$ cat config.mk
export PLATFORM = sky130hd
export DESIGN_NAME = adc_train_ctrl
export DESIGN_NICKNAME = d
export VERILOG_FILES = /design/src/rtl/adc_pkg.sv /design/src/rtl/adc_train_cnt.sv /design/src/rtl/adc_train_ctrl.sv
export SDC_FILE = /design/constraint.sdc
export NUM_CORES = 1
export LEC_CHECK = 0
export BUFFER_PORTS_ARGS = -buffer_cell sky130_fd_sc_hd__buf_2
export CAP_MARGIN = 20
export CORE_AREA = 5 5 59 100
export CTS_BUF_LIST = sky130_fd_sc_hd__clkbuf_4
export DETAILED_ROUTE_END_ITERATION = 8
export DIE_AREA = 0 0 64 105
export PLACE_DENSITY = 0.77
export SLEW_MARGIN = 0
export SYNTH_ARGS = -nofsm -noshare
export SYNTH_HDL_FRONTEND = slang
export SYNTH_HIERARCHICAL = 1
export SYNTH_SLANG_ARGS = --single-unit
$ cat constraint.sdc
create_clock -name clk -period 3.45 [get_ports clk]
set_input_delay 0.69 -clock clk [delete_from_list [all_inputs] [get_ports clk]]
set_output_delay 0.69 -clock clk [all_outputs]
set_load 0.1 [all_outputs]
$ cat src/rtl/adc_pkg.sv
// adc_pkg -- shared definitions for the ADC deserializer training controller.
//   State encoding of the training FSM, the ISERDES reset pulse length and
//   the number of bitslip-wait cycles ignored while the bitslip FSM spins up.
package adc_pkg;

    // Number of cycles rst_iserd is held high at the start of training.
    localparam int RST_SER_CYC = 4;

    // The bitslip FSM needs a couple of cycles to raise its running flag
    // after bs_init, so the flag is ignored for this many cycles.
    localparam int BS_SKIP_CYC = 2;

    localparam logic [3:0] S_IDLE     = 4'd0;
    localparam logic [3:0] S_RST_SER  = 4'd1;
    localparam logic [3:0] S_SETTLE   = 4'd2;
    localparam logic [3:0] S_SAMPLE   = 4'd3;
    localparam logic [3:0] S_DLY_STEP = 4'd4;
    localparam logic [3:0] S_BS_START = 4'd5;
    localparam logic [3:0] S_BS_WAIT  = 4'd6;
    localparam logic [3:0] S_CHECK    = 4'd7;
    localparam logic [3:0] S_NEXT     = 4'd8;
    localparam logic [3:0] S_DONE     = 4'd9;

    function automatic int max3(input int a, input int b, input int c);
        int m;
        m = (a > b) ? a : b;
        return (m > c) ? m : c;
    endfunction

endpackage

$ cat src/rtl/adc_train_cnt.sv
// adc_train_cnt -- loadable saturating up-counter.
//   clk, rst : clock, synchronous active-high reset (clears count)
//   ld       : load ld_val this cycle (has priority over inc)
//   ld_val   : value to load
//   inc      : increment by one; holds at all-ones instead of wrapping
//   cnt      : current count
module adc_train_cnt #(
    parameter int W = 8
) (
    input  logic         clk,
    input  logic         rst,
    input  logic         ld,
    input  logic [W-1:0] ld_val,
    input  logic         inc,
    output logic [W-1:0] cnt
);

    always_ff @(posedge clk) begin
        if (rst)
            cnt <= '0;
        else if (ld)
            cnt <= ld_val;
        else if (inc && (cnt != '1))
            cnt <= cnt + 1'b1;
    end

endmodule

$ cat src/rtl/adc_train_ctrl.sv
// adc_train_ctrl -- sequences IODELAY/bitslip training over NCH ADC channels.
//   clk        : frame clock (single clock domain)
//   rst        : synchronous active-high reset
//   start      : one-cycle pulse, starts training (accepted in IDLE/DONE only)
//   dch_ok     : per-channel pattern-match status
//   bs_confrun : per-channel bitslip FSM running flag
//   ramp_ok    : per-channel ramp-increment check
//   rst_iserd  : ISERDES/IODELAY reset, all channels
//   dly_adj    : one-hot delay-increment pulse
//   bs_init    : one-hot bitslip start pulse
//   busy       : training in progress
//   done       : training finished, held until next start or rst
//   ch_fail    : sticky per-channel failure flags
//   ch_taps    : low 5 bits of the tap count of the current/last channel
module adc_train_ctrl
    import adc_pkg::*;
#(
    parameter int NCH        = 8,
    parameter int SETTLE_CYC = 16,
    parameter int MAX_TAPS   = 32,
    parameter int BS_TMO     = 256,
    parameter int CHECK_CYC  = 64
) (
    input  logic           clk,
    input  logic           rst,
    input  logic           start,
    input  logic [NCH-1:0] dch_ok,
    input  logic [NCH-1:0] bs_confrun,
    input  logic [NCH-1:0] ramp_ok,
    output logic           rst_iserd,
    output logic [NCH-1:0] dly_adj,
    output logic [NCH-1:0] bs_init,
    output logic           busy,
    output logic           done,
    output logic [NCH-1:0] ch_fail,
    output logic [4:0]     ch_taps
);

    localparam int CW = $clog2(max3(SETTLE_CYC, BS_TMO, CHECK_CYC) + RST_SER_CYC) + 1;
    localparam int IW = (NCH > 1) ? $clog2(NCH) : 1;

    // The settle window is measured from the triggering event (reset release
    // or the delay-step cycle itself), so SETTLE occupies SETTLE_CYC-1 cycles
    // and consecutive dly_adj pulses land SETTLE_CYC+1 cycles apart.
    localparam logic [CW-1:0] SETTLE_LAST = CW'((SETTLE_CYC >= 2) ? SETTLE_CYC - 2 : 0);
    localparam logic [CW-1:0] RST_LAST    = CW'(RST_SER_CYC - 1);
    localparam logic [CW-1:0] BS_LAST     = CW'(BS_TMO - 1);
    localparam logic [CW-1:0] BS_SKIP     = CW'(BS_SKIP_CYC);
    localparam logic [CW-1:0] CHK_LAST    = CW'(CHECK_CYC - 1);
    localparam logic [IW-1:0] IDX_LAST    = IW'(NCH - 1);
    localparam logic [5:0]    TAPS_MAX    = 6'(MAX_TAPS);

    logic [3:0]    state, state_nxt;
    logic [IW-1:0] idx;
    logic [CW-1:0] cnt;
    logic [5:0]    taps;
    logic          fail_set;
    logic [NCH-1:0] sel;

    // One counter serves every timed state; it restarts at 0 on each state change.
    adc_train_cnt #(.W(CW)) u_cnt (
        .clk    (clk),
        .rst    (rst),
        .ld     (state_nxt != state),
        .ld_val ('0),
        .inc    (1'b1),
        .cnt    (cnt)
    );

    // Tap counter: cleared at the start of each channel, bumped per delay step.
    adc_train_cnt #(.W(6)) u_taps (
        .clk    (clk),
        .rst    (rst),
        .ld     ((state == S_RST_SER) || (state == S_NEXT)),
        .ld_val ('0),
        .inc    (state == S_DLY_STEP),
        .cnt    (taps)
    );

    always_comb begin
        state_nxt = state;
        fail_set  = 1'b0;
        case (state)
            S_IDLE, S_DONE: if (start) state_nxt = S_RST_SER;
            S_RST_SER:  if (cnt == RST_LAST) state_nxt = S_SETTLE;
            S_SETTLE:   if (cnt >= SETTLE_LAST) state_nxt = S_SAMPLE;
            S_SAMPLE: begin
                if (dch_ok[idx])
                    state_nxt = S_BS_START;
                else if (taps == TAPS_MAX) begin
                    fail_set  = 1'b1;
                    state_nxt = S_NEXT;
                end else
                    state_nxt = S_DLY_STEP;
            end
            S_DLY_STEP: state_nxt = S_SETTLE;
            S_BS_START: state_nxt = S_BS_WAIT;
            S_BS_WAIT: begin
                // Alignment wins over timeout if both happen on the last cycle.
                if ((cnt >= BS_SKIP) && !bs_confrun[idx])
                    state_nxt = S_CHECK;
                else if (cnt >= BS_LAST) begin
                    fail_set  = 1'b1;
                    state_nxt = S_NEXT;
                end
            end
            S_CHECK: begin
                if (!ramp_ok[idx]) begin
                    fail_set  = 1'b1;
                    state_nxt = S_NEXT;
                end else if (cnt >= CHK_LAST)
                    state_nxt = S_NEXT;
            end
            S_NEXT:     state_nxt = (idx == IDX_LAST) ? S_DONE : S_SETTLE;
            default:    state_nxt = S_IDLE;
        endcase
    end

    always_ff @(posedge clk) begin
        if (rst) begin
            state   <= S_IDLE;
            idx     <= '0;
            ch_fail <= '0;
        end else begin
            state <= state_nxt;
            if (state == S_RST_SER) begin
                idx     <= '0;
                ch_fail <= '0;
            end
            if (fail_set)
                ch_fail[idx] <= 1'b1;
            if ((state == S_NEXT) && (idx != IDX_LAST))
                idx <= idx + 1'b1;
        end
    end

    assign sel       = NCH'(1) << idx;
    assign rst_iserd = (state == S_RST_SER);
    assign dly_adj   = (state == S_DLY_STEP) ? sel : '0;
    assign bs_init   = (state == S_BS_START) ? sel : '0;
    assign busy      = (state != S_IDLE) && (state != S_DONE);
    assign done      = (state == S_DONE);
    assign ch_taps   = taps[4:0];

endmodule

==> impl_metrics.csv <==
group,metric,value,unit
sta,setup_viol,0,
clock_network,holdBufCountCts,0,
logic_synthesis,synth_common_cells,"35 x nor2_1, 31 x dfxtp_1, 17 x nand2_1",
placement,hpwl,4.94,mm
cells_and_area,nets,406,
sta,fmax,321,MHz
power_and_ir_drop,power_density,338,nW/um^2
clock_network,h-tree-depth,2,
grt,grt_pass1_vias,2356,
power_and_ir_drop,peakVddDrop,242,uV
die,start_util,48.2,%
routing,drt-initial-drc-count,206,
sta,fin_crit,3.12,ns
logic_synthesis,synth.most_common_cell,"nor2_1",
routing,route.detailed.drc,0,
die,die_h,105,um
cells_and_area,final_util,57.5,%
grt,antenna_found_initial,0,
routing,drtPass1Iterations,4,
grt,grt_start_max_net_pins,37,
logic_synthesis,yosys_most_used_dff,"dfxtp_1",
routing,drt-total-wl,6.53,mm
routing,via_per_inst,5.86,
cells_and_area,register_area,621,sq um
sta,post-route-period-util,90.4,%
cells_and_area,multi_input_area,1690,sq um
clock_network,clock_sinks,31,
logic_synthesis,synth_edf_count,0,
logic_synthesis,ys_types,65,
sta,finalMaxSlewViolations,0,
logic_synthesis,synthCells,300,
clock_network,root_buffer,"clkbuf_4",
worst_setup_path,worstSetupPathType,"reg2reg",
sta,tightest_slew,0.663,ns
worst_setup_path,cp-end-kind,"flip-flop",
power_and_ir_drop,power_leakage,1.25,nW
worst_setup_path,worstPathMaxFanout,16,
routing,routed-via-count,2498,
worst_setup_path,required,3.65,ns
clock_network,cts_buffer_depth,2,
logic_synthesis,synth_top_cell_area_share,25.9,%
routing,ant_nets,0,
logic_synthesis,avgSynthCellArea,7.99,sq um
die,rows,34,
run_status,outcome,"finished clean",
logic_synthesis,ys_async_sr_fraction,0,%
logic_synthesis,synth-seq-cells,31,
cells_and_area,antennaDiodeCount,0,
worst_setup_path,start_kind,"flip-flop",
worst_hold_path,hold_path_class,"reg2reg",
logic_synthesis,synth_area_leaders,"dfxtp_1 26%, nor2_1 5.5%, and3_1 4.2%, ha_1 4.2%, a21oi_1 3.1%",
die,ios,59,
clock_network,cts_tree,"yes",
grt,overflow,0,
die,core_area,4980,sq um
grt,grt_pass1_wl,11.1,mm
grt,gr-usage-all-layers,19.8,%
run,drv_cap,0,
clock_network,cts_buffers,5,
logic_synthesis,syn_area,2400,sq um
routing,routedWlPerCell,15.3,um
sta,clock_skew,0.00729,ns
sta,rsz0062_at_grt,"false",
die,die_area,6720,sq um
clock_network,worstSkewPairLatency,0.33,ns
cells_and_area,syn_to_final_growth,19.3,%
clock_network,cts.clk_slew.worst_paths,0.10,ns
placement,place.gp.congestion,0.894,
die,die_x,64,um
cells_and_area,drive_gt1_share,25.3,%
sta,maxSlewHeadroom,55.8,%
sta,hold_violations,0,
logic_synthesis,ys_warn_count,6,
cells_and_area,nFillCells,484,
worst_setup_path,critical_path_arrival,3.31,ns
placement,numPortBuffers,58,
logic_synthesis,synth_area_leader_cell,"dfxtp_1",
sta,hold_slack,0.458,ns
power_and_ir_drop,p_total,0.966,mW
logic_synthesis,ys_seq_area_share,25.9,%
sta,setup-tns-final,0,ns
==> what timing repair did <==
item / CTS / global route
endpoints found under the setup margin: 0 / 1
setup buffers: 0 / 0
resized for setup: 0 / 1
==> critical path, stage by stage (launching register included) <==
cell	delay [ns]
dfxtp_1	0.42
buf_4	0.28
mux2_2	0.21
a2bb2oi_1	0.25
a211oi_1	0.13
a211o_1	0.30
or3_1	0.34
a221o_1	0.44
buf_4	0.20
nor4b_1	0.32
a2111oi_1	0.09
==> layer usage <==
metal	wire (um)	share of wire (%)	track usage [%]
met5	0	0	0
met3	337	5.2	3.44
met2	3490	54	36.1
met4	176	2.7	9.06
met1	2520	39	21.3
==> state kept, by name, summed over array words and instances (netlist names) <==
register and flops:
ch_fail 8, idx 3, state 4, u_cnt/cnt 10
u_taps/cnt 6
==> where the power goes <==
group	total, mW	internal (mW)	switching, mW
Combinational	0.259	0.0979	0.161
Sequential	0.426	0.382	0.0439
Clock	0.281	0.149	0.133
Total	0.966	0.629	0.338
==> area by class of cell <==
class / instances / share of cell area (%)
repair buffers: 69 / 13.0
clock inverters: 3 / 1.36
multi-input cells: 254 / 58.9
inverters: 10 / 1.31
flip-flops and latches: 31 / 21.7
clock buffers: 5 / 1.31
well taps: 54 / 2.36
==> per-stage QoR <==
stage                     cells  worst slack (ns)  area (sq um)
after floorplan             315            0.0751          2460
after global placement      418             0.147          2780
after detailed placement    418            0.0625          2780
after CTS                   426             0.350          2860
after global routing        426            0.0827          2860
final                       426             0.330          2860
==> final timing paths <==
check	startpoint	end	slack [ns]	cells past startpoint
worst max-delay path	idx[0]	u_cnt/cnt[6]	0.33	10
worst min-delay path	ch_fail[6]	ch_fail[6]	0.46	2
worst max register to register	idx[0]	u_cnt/cnt[6]	0.33	10
worst min register to register	ch_fail[6]	ch_fail[6]	0.46	2
==> cell families (layout without fill, tap and decap cells) <==
kind of cell / Yosys count / in the layout / share of synthesized area (%)
mux: 13 / 13 / 7.15
compound gates: 74 / 74 / 22.8
simple gates: 138 / 138 / 31.9
flops: 31 / 31 / 25.9
xor+xnor: 4 / 4 / 1.46
other cells: 2 / 17 / 0.313
fa+ha+maj: 8 / 8 / 4.18
buf+inv: 30 / 87 / 6.37
==> layout by cell type, fill, tap and decap left out, drive strengths merged, types with 2 or more instances in the layout <==
cell type,Yosys,final
buf,9,69
nor2,35,35
dfxtp,31,31
and3,18,18
nand2,17,17
conb,2,17
a21oi,16,16
nand3,14,14
o21ai,10,10
inv,10,10
ha,8,8
mux2i,8,8
a31oi,8,8
and2,7,7
nand4,7,7
nor2b,6,6
a32oi,6,6
a211oi,6,6
nand2b,5,5
nor3,5,5
clkbuf,11,5
xnor2,4,4
nor4,4,4
nor4b,4,4
nand4b,3,3
mux2,3,3
a2bb2oi,3,3
nand3b,3,3
a2111oi,3,3
mux4,2,2
o31a,2,2
a22oi,2,2
a211o,2,2
a311oi,2,2
o22ai,2,2
o311a,2,2
or3b,2,2
clkinv,0,2
and4,2,2
Note: power is estimated with default switching activity, not from simulation.
